File: src/rtl/tlc_detector_pkg.sv
// Shared defaults and FAULT bit positions for the vehicle-detector front end.
package tlc_detector_pkg;

    localparam int DEF_DEB_CYC   = 4;
    localparam int DEF_STUCK_CYC = 1024;
    localparam int DEF_CW        = 4;

    localparam int SIDE = 0;
    localparam int TURN = 1;
    localparam int NUM_CH = 2;

    // Width of a counter that must be able to hold the value n itself.
    function automatic int cnt_width(input int n);
        return (n < 1) ? 1 : $clog2(n + 1);
    endfunction

endpackage

File: src/rtl/tlc_det_channel.sv
// One detector channel: synchroniser, debounce, call latch, wait counter and
// stuck-sensor watchdog.
module tlc_det_channel
    import tlc_detector_pkg::*;
#(
    parameter int DEB_CYC   = DEF_DEB_CYC,
    parameter int STUCK_CYC = DEF_STUCK_CYC,
    parameter int CW        = DEF_CW
) (
    input  logic          clk,
    input  logic          srst,
    input  logic          raw,
    input  logic          svc,
    output logic          call,
    output logic [CW-1:0] wait_cnt,
    output logic          fault
);

    localparam int DW = cnt_width(DEB_CYC);
    localparam int SW = cnt_width(STUCK_CYC);
    localparam logic [DW-1:0] DEB_LAST  = DW'(DEB_CYC - 1);
    localparam logic [SW-1:0] STUCK_MAX = SW'(STUCK_CYC);
    localparam logic [SW-1:0] STUCK_PRE = SW'(STUCK_CYC - 1);
    localparam logic [CW-1:0] WAIT_MAX  = '1;

    logic          sync1_q, sync1_d;
    logic          sync2_q, sync2_d;
    logic          filt_q, filt_d;
    logic [DW-1:0] deb_cnt_q, deb_cnt_d;
    logic [SW-1:0] stuck_cnt_q, stuck_cnt_d;
    logic          fault_q, fault_d;
    logic          call_q, call_d;
    logic [CW-1:0] wait_q, wait_d;
    logic          rise;

    always_comb begin
        sync1_d     = raw;
        sync2_d     = sync1_q;
        filt_d      = filt_q;
        deb_cnt_d   = '0;
        stuck_cnt_d = '0;
        fault_d     = fault_q;
        call_d      = call_q;
        wait_d      = wait_q;

        if (sync2_q != filt_q) begin
            if (deb_cnt_q == DEB_LAST) begin
                filt_d = ~filt_q;
            end else begin
                deb_cnt_d = deb_cnt_q + 1'b1;
            end
        end

        rise = filt_d & ~filt_q;

        // Once the limit is reached the counter parks there; FAULT is sticky.
        if (filt_q) begin
            if (stuck_cnt_q == STUCK_MAX) begin
                stuck_cnt_d = stuck_cnt_q;
            end else if (stuck_cnt_q == STUCK_PRE) begin
                stuck_cnt_d = STUCK_MAX;
                fault_d     = 1'b1;
            end else begin
                stuck_cnt_d = stuck_cnt_q + 1'b1;
            end
        end

        if (fault_d) begin
            call_d = 1'b1;
        end else if (rise) begin
            call_d = 1'b1;
        end else if (svc) begin
            call_d = 1'b0;
        end

        if (svc) begin
            wait_d    = '0;
            wait_d[0] = rise;
        end else if (rise && (wait_q != WAIT_MAX)) begin
            wait_d = wait_q + 1'b1;
        end
    end

    always_ff @(posedge clk) begin
        if (srst) begin
            sync1_q     <= 1'b0;
            sync2_q     <= 1'b0;
            filt_q      <= 1'b0;
            deb_cnt_q   <= '0;
            stuck_cnt_q <= '0;
            fault_q     <= 1'b0;
            call_q      <= 1'b0;
            wait_q      <= '0;
        end else begin
            sync1_q     <= sync1_d;
            sync2_q     <= sync2_d;
            filt_q      <= filt_d;
            deb_cnt_q   <= deb_cnt_d;
            stuck_cnt_q <= stuck_cnt_d;
            fault_q     <= fault_d;
            call_q      <= call_d;
            wait_q      <= wait_d;
        end
    end

    assign call     = call_q;
    assign wait_cnt = wait_q;
    assign fault    = fault_q;

endmodule

File: src/rtl/tlc_detector.sv
// Detector front end: side-street and main-turn channels feeding SD/MD calls
// to the traffic light controller.
module tlc_detector
    import tlc_detector_pkg::*;
#(
    parameter int DEB_CYC   = DEF_DEB_CYC,
    parameter int STUCK_CYC = DEF_STUCK_CYC,
    parameter int CW        = DEF_CW
) (
    input  logic          CLK,
    input  logic          CLR,
    input  logic          SD_RAW,
    input  logic          MD_RAW,
    input  logic          SG,
    input  logic          MA,
    output logic          SD,
    output logic          MD,
    output logic [CW-1:0] S_WAIT,
    output logic [CW-1:0] M_WAIT,
    output logic [1:0]    FAULT
);

    logic [NUM_CH-1:0] raw_vec;
    logic [NUM_CH-1:0] svc_vec;
    logic [NUM_CH-1:0] call_vec;
    logic [NUM_CH-1:0] fault_vec;
    logic [CW-1:0]     wait_vec [NUM_CH];

    assign raw_vec[SIDE] = SD_RAW;
    assign raw_vec[TURN] = MD_RAW;
    assign svc_vec[SIDE] = SG;
    assign svc_vec[TURN] = MA;

    generate
        for (genvar gi = 0; gi < NUM_CH; gi++) begin : g_ch
            tlc_det_channel #(
                .DEB_CYC   (DEB_CYC),
                .STUCK_CYC (STUCK_CYC),
                .CW        (CW)
            ) u_ch (
                .clk      (CLK),
                .srst     (CLR),
                .raw      (raw_vec[gi]),
                .svc      (svc_vec[gi]),
                .call     (call_vec[gi]),
                .wait_cnt (wait_vec[gi]),
                .fault    (fault_vec[gi])
            );
        end
    endgenerate

    assign SD     = call_vec[SIDE];
    assign MD     = call_vec[TURN];
    assign S_WAIT = wait_vec[SIDE];
    assign M_WAIT = wait_vec[TURN];
    assign FAULT  = fault_vec;

endmodule

File: config.mk
export PLATFORM = sky130hd
export DESIGN_NAME = tlc_detector
export DESIGN_NICKNAME = d
export VERILOG_FILES = /design/src/rtl/tlc_detector_pkg.sv /design/src/rtl/tlc_det_channel.sv /design/src/rtl/tlc_detector.sv
export SDC_FILE = /design/constraint.sdc
export NUM_CORES = 1
export LEC_CHECK = 0
export BUFFER_PORTS_ARGS = -buffer_cell sky130_fd_sc_hd__buf_2
export CAP_MARGIN = 10
export CELL_PAD_IN_SITES_DETAIL_PLACEMENT = 0
export CELL_PAD_IN_SITES_GLOBAL_PLACEMENT = 1
export CORE_ASPECT_RATIO = 0.8
export CORE_UTILIZATION = 45
export CTS_BUF_LIST = sky130_fd_sc_hd__clkbuf_4 sky130_fd_sc_hd__clkbuf_8 sky130_fd_sc_hd__clkbuf_16
export DETAILED_ROUTE_END_ITERATION = 6
export PLACE_DENSITY_LB_ADDON = 0.1
export SLEW_MARGIN = 20
export SYNTH_ARGS = -nofsm -noshare
export SYNTH_HDL_FRONTEND = slang
export SYNTH_SLANG_ARGS = --single-unit
File: constraint.sdc
create_clock -name CLK -period 2.2 [get_ports CLK]
set_clock_uncertainty 0.05 [all_clocks]
set_input_delay 0 -clock CLK [delete_from_list [all_inputs] [get_ports CLK]]
set_output_delay 0 -clock CLK [all_outputs]
set_load 0.1 [all_outputs]
Word-level counts from Yosys, hierarchy flattened
Index checks and enable logic that the tools add are counted.
{ "op_classes": {"add_sub_neg": 6, "n_eq_ne": 10, "n_mux": 22, "bitwise": 6, "n_reduce_logical": 12} }
{ "ops": {"columns": ["operator", "count"], "rows": [
  ["$add A11 B1 Y11 const B", 2],
  ["$eq A11 B10 Y1 const B", 2],
  ["$eq A11 B11 Y1 const B", 2],
  ["$mux W11", 2],
  ["$mux W1", 20],
  ["$add A4 B1 Y4 const B", 2],
  ["$ne A4 B4 Y1 const B", 2],
  ["$reduce_or A2 Y1", 4],
  ["$add A3 B1 Y3 const B", 2],
  ["$eq A3 B2 Y1 const B", 2],
  ["$reduce_bool A3 Y1", 2],
  ["$reduce_or A3 Y1", 2],
  ["$not A1 Y1", 4],
  ["$reduce_bool A2 Y1", 2],
  ["$and A1 B1 Y1", 2],
  ["$logic_and A1 B1 Y1", 2],
  ["$ne A1 B1 Y1", 2]
]} }
{ "totals": {"ff_bits": 46, "elab_cells": 74} }

Longest topological paths before layout
Gate-level depths: netlist (run 1).
{ "depth": {"word_depth": 7, "depth_mapped": 7, "depth_no_buf": 6} }

Modules after synthesis
A second synthesis (run 1) with hierarchy kept.
{ "unflattened": {"cells_unflattened": 226, "area_unflattened_um2": 2127.0} }
{ "by_module_without_submodules": {"columns": ["module", "instances", "cells_per_inst", "area_each_um2"], "rows": [
  ["tlc_det_channel", 2, 113, 1063.5]
]} }

Worst setup path after synthesis (run 1)
OpenSTA, ideal clock, no wires.
{ "synth_path": {"path_kind": "reg2reg", "from": "register g_ch[0].u_ch.wait_q[0]", "to": "register g_ch[0].u_ch.wait_q[1]", "arrival_time_ps": 1900, "t_required_ps": 2071, "path_slack_ps": 171, "path_stages_with_launch": 6, "path_buffers": 0, "period_less_slack_ps": 2029, "path_cell_list": "dfxtp_1 ha_1 nand3_1 and2_1 mux2i_1 nor3_1"} }
{ "synth_between": {"elab_chain_cells": 2} }
{ "synth_rtl": {"columns": ["element", "line", "source"], "rows": [
  ["start, declared", "tlc_det_channel.sv:33", "logic [CW-1:0] wait_q, wait_d;"],
  ["start signal, assigned", "tlc_det_channel.sv:102", "wait_q <= wait_d;"],
  ["parallel branches: the longest is 2 deep, another holds $add A4 B1 Y4", null, null]
]} }
Several ways; the timed one is not identified.
A chain may end at the register's enable or synchronous reset.

Worst setup path after layout (run 1)
{ "layout_path": {"from": "register g_ch[0].u_ch.stuck_cnt_q[1]", "to": "register g_ch[0].u_ch.stuck_cnt_q[9]"} }
{ "layout_between": {"elab_chain_cells": 2} }
{ "layout_rtl": {"columns": ["element", "line", "source"], "rows": [
  ["start, declared", "tlc_det_channel.sv:30", "logic [SW-1:0] stuck_cnt_q, stuck_cnt_d;"],
  ["start signal, assigned", "tlc_det_channel.sv:99", "stuck_cnt_q <= stuck_cnt_d;"],
  ["$add A11 B1 Y11 or $eq A11 B10 Y1 (tied branches)", "tlc_det_channel.sv:64, tlc_det_channel.sv:60", null],
  ["$mux W11", "tlc_det_channel.sv:60", "end else if (stuck_cnt_q == STUCK_PRE) begin"]
]} }
Parallel ways exist; a longest one is shown, timed or not.

==> results of run 1 <==
==> cells in the final DEF, fill, tap and decap left out, drive strengths merged, types with 3 or more instances in the layout <==
| master | instances |
|---|---|
| dfxtp | 46 |
| o21ai | 3 |
| nand2 | 8 |
| nor2b | 5 |
| or3 | 3 |
| inv | 12 |
| nand4 | 4 |
| ha | 10 |
| nor4 | 3 |
| xor2 | 12 |
| dlygate4sd3 | 4 |
| buf | 17 |
| xnor2 | 10 |
| nand3b | 3 |
| clkbuf | 7 |
| nand3 | 18 |
| mux2i | 5 |
| nor2 | 24 |
| nor3 | 15 |
| a21oi | 13 |
| nand2b | 7 |
| and3 | 3 |
==> synth_stat cells <==
master	count
dfxtp_1	46
o31ai_1	1
and3b_1	2
buf_6	1
and3_1	3
nor4b_1	2
and4b_1	1
nor2_1	24
or3_1	3
clkbuf_2	1
ha_1	10
or4_4	1
clkbuf_1	2
a31oi_1	1
o21a_1	1
buf_1	1
and2_1	1
nor2b_1	5
or2b_1	1
o31ai_2	1
inv_1	12
o21ai_0	3
a21oi_1	13
nand2b_2	1
nand3_2	1
nor4_1	3
nor3_1	15
xnor2_1	10
or4b_1	1
nand2b_1	6
nand2_1	8
and4_1	1
nand4_1	4
buf_4	2
mux2i_1	5
nand3_1	17
nand3b_1	3
nand4b_1	1
xor2_1	12
==> repair_timing <==
| action | CTS | global route |
|---|---|---|
| hold buffers | 4 | 0 |
| setup endpoints to repair | 0 | 0 |
| endpoints found under the hold margin | 9 | 0 |
==> worst max-delay path: stages, from the launching register on <==
cell,delay (ns)
dfxtp_1,0.42
ha_1,0.25
nand2_1,0.11
or4_4,0.55
nand2b_2,0.16
nor3_1,0.07
==> worst min-delay path by stage <==
stage,end,depth (start not counted),slack [ns]
2_1_floorplan,g_ch[0].u_ch.wait_cnt[1],1,0.03
3_3_place_gp,g_ch[0].u_ch.sync1_q,2,0.16
3_5_place_dp,g_ch[0].u_ch.sync1_q,2,0.17
4_1_cts,g_ch[0].u_ch.fault,2,0.05
5_1_grt,g_ch[0].u_ch.sync1_q,2,0.08
6_report,g_ch[0].u_ch.fault,2,0.06
==> through the flow <==
step	hold WS, ns	cells	area, µm²	setup slack [ns]
global placement	0.1629	293	2173	0.5220
floorplan	0.02931	226	2059	0.1711
CTS	0.04847	305	2308	0.4569
finish	0.05795	305	2308	0.4620
detailed placement	0.1693	293	2173	0.4619
global route	0.07559	305	2308	0.3069
==> cells by family after synthesis <==
| kind of cell | Yosys count |
|---|---|
| AND/OR/NAND/NOR | 104 |
| flip-flops | 46 |
| XOR/XNOR | 22 |
| AO/OA/AOI/OAI | 20 |
| buffers and inverters | 19 |
| adder cells (fa/ha/maj) | 10 |
| multiplexers | 5 |
==> per-layer routing <==
layer	global-route usage	vias to the layer above	part of all wire
met5	0	-	0
met4	0.06132	0	0.013
li1	-	820	-
met2	0.2887	17	0.46
met1	0.2170	774	0.50
met3	0.04088	6	0.024
==> layout make-up <==
| cell class | count | area (µm²) |
|---|---|---|
| Timing Repair Buffer | 21 | 125.1 |
| Sequential cell | 46 | 920.9 |
| Fill cell | 416 | 1974 |
| Clock inverter | 1 | 5.005 |
| Inverter | 12 | 45.04 |
| Tap cell | 57 | 71.32 |
| Clock buffer | 7 | 90.09 |
| Multi-Input combinational cell | 161 | 1051 |
==> flip-flops by register name, indices dropped and copies added (netlist names) <==
signal,count
g_ch.u_ch.stuck_cnt_q,22
g_ch.u_ch.sync1_q,2
g_ch.u_ch.wait_cnt,8
g_ch.u_ch.deb_cnt_q,6
g_ch.u_ch.fault,2
g_ch.u_ch.filt_q,2
g_ch.u_ch.call,2
g_ch.u_ch.sync2_q,2
==> power groups by stage <==
| stage | combinational, µW | clock, µW | sequential (µW) |
|---|---|---|---|
| after CTS | 25.6 | 554 | 838 |
| final | 25.8 | 535 | 838 |
| after floorplan | 11.8 | 0 | 858 |
| after global routing | 28.7 | 587 | 839 |
| after global placement | 19.7 | 0 | 858 |
| after detailed placement | 20.4 | 0 | 858 |
==> run metrics, run 1 <==
Synthesis Warnings 0; Max Buffers Root-to-Sink 2; io pins 18; Clk pin slew, worst setup/hold paths ~0.08 ns; post-CTS sizing 0; vias in the first global route roughly 1.6k; Via Count ~1.6k; first-pass GRT wire length between 6000 and 7000 µm; layout cells sized above 1 0.1169; Syn Nets approximately 240; Post-Synthesis Cells approximately 230; worst-margin pin slew 0.4948 ns; f_max roughly 580 MHz; crit start category register; initial antenna violation count 0; total negative setup slack 0 ns; grt ovf 0; via density per instance about 5.3; worst skew pair latency between 0.2 and 0.3 ns; endpoint type of the worst setup path register; DIE AREA between 0.004 and 0.005 mm²; Max VDD drop ~340 µV; Synth Area in Compound Gates 0.05529; # Post-CTS Setup Buffers 0; Adder-Cell Fraction of Synth Area 0.06075; worst r2r dst g_ch[0].u_ch.stuck_cnt_q[9]; Root Buffer clkbuf_8; max-slew violations 0; drt first pass iters 6; Clock power frac 0.383; area leader, netlist dfxtp_1; Net Sw Frac 0.2033; Die Ht approximately 63 µm; post-route clock period utilization 0.7900; IO buf count 17; Net Sw Power ~280 µW; Seq/Total Area, Yosys 0.4471; total CTS buffers 5; row cnt 21; status finished, final reports clean; mux contribution to synthesized area 0.02430; # setup viols final 0; GP Congestion 0.8989; Logic pwr share 0.018; number of diodes 0; number of max-cap violations 0; HP Class in -> reg; end of the critical path g_ch[0].u_ch.stuck_cnt_q[9]; post-synthesis simple-gate area fraction 0.2764; H-tree depth 2; R2R setup slack about 0.46 ns; Initial Util 0.4809; DRT Wirelength around 3800 µm; xor and xnor area share after synthesis 0.09356; crit path DAT around 1.9 ns; P&R area growth vs syn 12.09%; CTS tree yes; chip width between 70 and 80 µm; drc violations 0; largest family of logic cells by synthesized area simple AND/OR/NAND/NOR gates; pin count of the biggest net entering global routing 24; Synth area leaders dfxtp_1, ha_1, xor2_1, nor2_1, xnor2_1; Avg Inst Size Synth 9.113 µm²; final antenna-violating net count 0; shortest period the worst path allows 1.738 ns; part of the power in registers 0.599; total power ~1400 µW; Critical Path RT 2.32 ns; Final Hold Violating Endpoints 0; area of the core ~0.0043 mm²; Final nets roughly 260; Sink Count 46; P_int about 1100 µW; Power Dens Cells slightly above 600 mW/mm²; RR Startpoint g_ch[0].u_ch.stuck_cnt_q[1]; Initial DRC Count 60; synthesized flop and latch total 46; worst-path fanout max 8; post-synth top area share 0.4471; Slew headroom 0.6724; DP HPWL 2744 µm; Hold Path Origin CLR; fin util 0.5390; critical path launch point g_ch[0].u_ch.stuck_cnt_q[1]; RSZ-0062 raised after global routing false; WS Path Type reg -> reg; drt wl/cell approximately 12 µm; GRT Util Overall 0.1728; Mapped Area 0.002059 mm²; reg2reg path depth 5; synth unique cells 39; Leak about 0.00083 µW
Note: power is estimated with default switching activity, not from simulation.
==> run 2, diff against run 1 <==
CORE_UTILIZATION = 40   (was 45)
clock period = 1.4 ns   (was 2.2 ns; I/O delays follow)
==> run metrics, run 2 (synthesis gave the netlist of run 1 again) <==
commonest non-fill, non-tap cell in the layout buf_4 (was dfxtp_1); endpoint type of the worst setup path register (unchanged); failing checks negative setup slack; Max VDD drop 893.4 µV (was 338.1 µV); area of the core 0.004762 mm² (was 0.004283 mm²); initial antenna violation count 0 (unchanged); drt wl/cell 12.94 µm (was 12.30 µm); worst skew pair latency 0.30 ns (was 0.29 ns); Initial DRC Count 66 (was 60); post-route cell area 0.003019 mm² (was 0.002308 mm²); total CTS buffers 5 (unchanged); GRT Util Overall 0.1835 (was 0.1728); final worst slack -0.08557 ns (was 0.4620 ns); grt ovf 0 (unchanged); Critical Path RT 1.54 ns (was 2.32 ns); DP HPWL 3022 µm (was 2744 µm); layout cells sized above 1 0.4694 (was 0.1169); most frequent cells in the layout buf_4, dfxtp_1, nor2_1 (was dfxtp_1, nor2_1, nand3_1, buf_2, nor3_1); dpl cell area 0.002570 mm² (was 0.002173 mm²); Leak 0.001139 µW (was 0.0008298 µW); status complete, but fails checks (was finished, final reports clean); Reg with most FFs g_ch.u_ch.stuck_cnt_q (unchanged); crit start category register (unchanged); post-route clock period utilization 1.061 (was 0.7900); worst-margin pin slew 0.4917 ns (was 0.4948 ns); Final nets 309 (was 263); Final Hold Violating Endpoints 0 (unchanged); GP Congestion 0.7853 (was 0.8989); io pins 18 (unchanged); f_max 673.1 MHz (was 575.4 MHz); worst-path fanout max 3 (was 8); fin util 0.6340 (was 0.5390); chip width 82.23 µm (was 77.64 µm); pin count of the biggest net entering global routing 17 (was 24); via density per instance 4.904 (was 5.302); IO buf count 17 (unchanged); Max Buffers Root-to-Sink 2 (unchanged); drt first pass iters 4 (was 6); number of max-cap violations 0 (unchanged); Via Count 1736 (was 1617); Power Dens Cells 713.3 mW/mm² (was 606.2 mW/mm²); max-slew violations 0 (unchanged); drc violations 0 (unchanged); DRT Wirelength 4582 µm (was 3753 µm); max reg flops 22 (unchanged); P&R area growth vs syn 46.60% (was 12.09%); Fin Hold WS 0.06179 ns (was 0.05795 ns); WS Path Type reg -> reg (unchanged); Sink Count 46 (unchanged); # setup viols final 12 (was 0); shortest period the worst path allows 1.486 ns (was 1.738 ns); Placed Cells 331 (was 293); number of diodes 0 (unchanged); Initial Util 0.4325 (was 0.4809); CTS tree yes (unchanged); row cnt 22 (was 21); Clk pin slew, worst setup/hold paths 0.08 ns (about the same); Root Buffer clkbuf_8 (unchanged); vias in the first global route 1666 (was 1550); H-tree depth 2 (unchanged); total power 2154 µW (was 1399 µW); DIE AREA 0.005442 mm² (was 0.004853 mm²); Layout Cells excl Fill 354 (was 305); crit path DAT 1.62 ns (was 1.86 ns); Slew headroom 0.6745 (was 0.6724); HP Class in -> reg (unchanged); Die Ht 66.18 µm (was 62.51 µm); RSZ-0062 raised after global routing true (was false); final antenna-violating net count 0 (unchanged); first-pass GRT wire length 7590 µm (was 6672 µm)
[run 2: cell count changes in the layout (fill, tap and decap cells not counted), moves of 3 or more]
cell,change
buf_4,+42
dfxtp_1,-26
dfxtp_4,+15
dfxtp_2,+11
ha_1,-9
ha_4,+9
a21oi_1,-6
a21oi_2,+6
nor2_1,-5
nand2b_4,+3
nor2_4,+3
nor3_1,-3
nor4_1,-3
[run 2: path summary, 6_finish.rpt]
check             cells past startpoint                         from  slack (ns)                           to
setup / recovery                      6  g_ch[1].u_ch.stuck_cnt_q[1]       -0.09  g_ch[1].u_ch.stuck_cnt_q[4]
hold / removal                        4                          CLR        0.06  g_ch[1].u_ch.stuck_cnt_q[0]
setup reg to reg                      6  g_ch[1].u_ch.stuck_cnt_q[1]       -0.09  g_ch[1].u_ch.stuck_cnt_q[4]
hold reg to reg                       1    g_ch[0].u_ch.deb_cnt_q[0]        0.38    g_ch[0].u_ch.deb_cnt_q[0]
[run 2: area by class of cell]
type / instances / area, µm²
clock inverter: 3 / 21.27
multi-input combinational: 161 / 1333
inverter: 12 / 47.55
fill: 412 / 1743
timing repair buffer: 67 / 483.0
sequential: 46 / 991.0
clock buffer: 5 / 68.82
tap: 60 / 75.07
[run 2: worst max-delay path, stage by stage, from the launching register on]
cell and delay (ns):
dfxtp_4 0.39, ha_4 0.14, nand3b_1 0.09, buf_4 0.16, o31ai_4 0.33, nand2b_4 0.19
nor2_1 0.04
[run 2: layer usage]
layer / global-route usage / wire length (µm)
met2: 0.2965 / 2199
met3: 0.04138 / 98
met5: 0 / 0
met4: 0.03947 / 53
met1: 0.2473 / 2230
[run 2: repair_timing]
action | CTS | global route
setup endpoints to repair | 20 | 31
endpoints found under the hold margin | 11 | 0
setup buffers | 2 | 7
pin swaps | 7 | 25
hold buffers | 6 | 0
gates resized for setup | 19 | 41
cloned | 0 | 0
[run 2: power breakdown]
group	total, µW	switching [µW]	internal, µW
sequential	1290	4.06	1290
clock	812	461	351
combinational	52.1	25.2	26.9
[run 2: metrics by stage]
stage          setup WS [ns]  TNS [ns]
4_1_cts             -0.03468  -0.08232
3_3_place_gp        -0.05235   -0.3441
3_5_place_dp        -0.05641   -0.4960
6_report            -0.08557   -0.5564
2_1_floorplan       -0.01133  -0.03120
5_1_grt              -0.1472    -1.732
==> run 3, diff against run 2 <==
clock period = 1.26 ns   (was 1.4 ns; I/O delays follow)
==> run metrics, run 3 (synthesis gave the netlist of run 1 again) <==
status complete, but fails checks (unchanged); failing checks negative hold slack, negative setup slack (was negative setup slack); register area 996.0 µm² (was 991.0 µm²); Final Hold Violating Endpoints 4 (was 0); Reg with most FFs g_ch.u_ch.stuck_cnt_q (unchanged); post-route clock period utilization 1.146 (was 1.061); Net Sw Power 535.8 µW (was 490.2 µW); drc violations 0 (unchanged); Via Count 1788 (was 1736); M2 GR Usage 0.2996 (was 0.2965); P_int 1843 µW (was 1663 µW); drt first pass iters 4 (unchanged); DRT Wirelength 4727 µm (was 4582 µm); shortest period the worst path allows 1.444 ns (was 1.486 ns); P&R area growth vs syn 55.35% (was 46.60%); Die Ht 66.18 µm (unchanged); grt peak-use layer met2 (unchanged); area of the core 0.004762 mm² (unchanged); worst-margin pin slew 0.4925 ns (was 0.4917 ns); number of max-cap violations 0 (unchanged); worst skew pair latency 0.30 ns (about the same); worst-path fanout max 6 (was 3); row cnt 22 (unchanged); via density per instance 4.953 (was 4.904); layout cells sized above 1 0.5814 (was 0.4694); number of diodes 0 (unchanged); Sink Count 46 (unchanged); crit-path cells ha_4 -> ha_4 -> and3b_2 -> and2_4 -> mux2i_1 -> nor3_1 (was ha_4 -> nand3b_1 -> buf_4 -> o31ai_4 -> nand2b_4 -> nor2_1); Slew headroom 0.6739 (was 0.6745); commonest non-fill, non-tap cell in the layout buf_4 (unchanged); max reg flops 22 (unchanged); GP Congestion 0.8078 (was 0.7853); most used cell, CP ha_4; CP Buf/Inv Count 0 (was 1); Max Buffers Root-to-Sink 2 (unchanged); drt wl/cell 13.09 µm (was 12.94 µm); RSZ-0062 raised after global routing true (unchanged); grt ovf 0 (unchanged); Power Dens Cells 743.6 mW/mm² (was 713.3 mW/mm²); Fin Hold WS -0.1149 ns (was 0.06179 ns); Net Sw Frac 0.2252 (was 0.2276); crit start category register (unchanged); final antenna-violating net count 0 (unchanged); HP Class in -> reg (unchanged); io pins 18 (unchanged); total power 2379 µW (was 2154 µW); GR Util met1 0.2523 (was 0.2473); Root Buffer clkbuf_8 (unchanged); Clk pin slew, worst setup/hold paths 0.09 ns (was 0.08 ns); DP HPWL 3229 µm (was 3022 µm); final worst slack -0.1844 ns (was -0.08557 ns); vias in the first global route 1701 (was 1666); max-slew violations 0 (unchanged); Layout Cells excl Fill 361 (was 354); IO buf count 17 (unchanged); chip width 82.23 µm (unchanged); total CTS buffers 5 (unchanged); crit-path max cell delay 0.34 ns (was 0.39 ns); CTS tree yes (unchanged); H-tree depth 2 (unchanged); CTS Hold Buffers Added 6 (unchanged); GRT Util Overall 0.1903 (was 0.1835); # setup viols final 35 (was 12); total negative setup slack -3.392 ns (was -0.5564 ns); endpoint type of the worst setup path register (unchanged); fin util 0.6718 (was 0.6340); Logic pwr share 0.028 (was 0.024); multi-input logic area 0.001441 mm² (was 0.001333 mm²); cell family with most CP delay simple AND/OR/NAND/NOR gates (was flip-flops); Initial Util 0.4325 (unchanged); pin count of the biggest net entering global routing 15 (was 17); number of fill cells 391 (was 412); DIE AREA 0.005442 mm² (unchanged); Clock power frac 0.369 (was 0.377); Final nets 316 (was 309); Max VDD drop 584.9 µV (was 893.4 µV); Leak 0.001184 µW (was 0.001139 µW); first-pass GRT wire length 7665 µm (was 7590 µm); initial antenna violation count 0 (unchanged); crit path DAT 1.62 ns (about the same); most frequent cells in the layout buf_4, dfxtp_2, buf_2 (was buf_4, dfxtp_1, nor2_1); Setup WS pre-CTS -0.2483 ns (was -0.05641 ns); CP max stage cell dfxtp_2 (was dfxtp_4); Placed Cells 339 (was 331); met3 usage 0.04138 (unchanged); Critical Path RT 1.43 ns (was 1.54 ns); f_max 692.3 MHz (was 673.1 MHz); part of the power in registers 0.603 (was 0.599); WS Path Type reg -> reg (unchanged); Initial DRC Count 22 (was 66)
-- run 3: changes by cell type in the layout (fill, tap and decap cells not counted), sizes merged --
cell	change
buf	+7
-- run 3: routing by layer --
metal / up-vias / part of all wire
met3: 6 / 0.024
met4: 0 / 0.0097
met2: 9 / 0.46
li1: 932 / -
met5: - / 0
met1: 841 / 0.50
-- run 3: repair_timing --
item,CTS,global route
pin swaps,23,24
buffers inserted,3,5
setup endpoints to repair,37,39
hold endpoints to repair,13,4
resized for setup,40,37
-- run 3: power groups by stage --
stage	registers, µW	clock network [µW]	logic (µW)
finish	1430	879	66.1
global route	1440	976	73.2
CTS	1440	912	63.1
detailed placement	1480	0	43.7
global placement	1480	0	42.6
floorplan	1480	0	21.0
-- run 3: final timing paths --
| check | startpoint | to | slack (ns) | cells after the start |
|---|---|---|---|---|
| worst max-delay path | g_ch[0].u_ch.deb_cnt_q[0] | g_ch[0].u_ch.wait_cnt[1] | -0.18 | 6 |
| worst min-delay path | SG | g_ch[0].u_ch.wait_cnt[3] | -0.11 | 2 |
| worst max register to register | g_ch[0].u_ch.deb_cnt_q[0] | g_ch[0].u_ch.wait_cnt[1] | -0.18 | 6 |
| worst min register to register | g_ch[0].u_ch.deb_cnt_q[0] | g_ch[0].u_ch.deb_cnt_q[0] | 0.38 | 1 |
-- run 3: worst reg2reg max path: cells and delay by family, from the launching register on --
kind                     cells  cell delay, ns
flip-flops                   1            0.34
adder cells (fa/ha/maj)      2            0.31
AND/OR/NAND/NOR              3            0.55
multiplexers                 1            0.11
-- run 3: through the flow --
stage | instance area [µm²] | hold slack, ns
after CTS | 3030 | -0.1208
after detailed placement | 2704 | 0.1681
after global routing | 3199 | -0.1320
after floorplan | 2273 | 0.01139
after global placement | 2704 | 0.1565
final | 3199 | -0.1149
-- run 3: final cells by class --
class                           count  share of cell area
Multi-Input combinational cell    161              0.4505
Sequential cell                    46              0.3113
Timing Repair Buffer               74              0.1732
Tap cell                           60             0.02346
Clock buffer                        5             0.02151
Inverter                           12             0.01486
Clock inverter                      3            0.005084
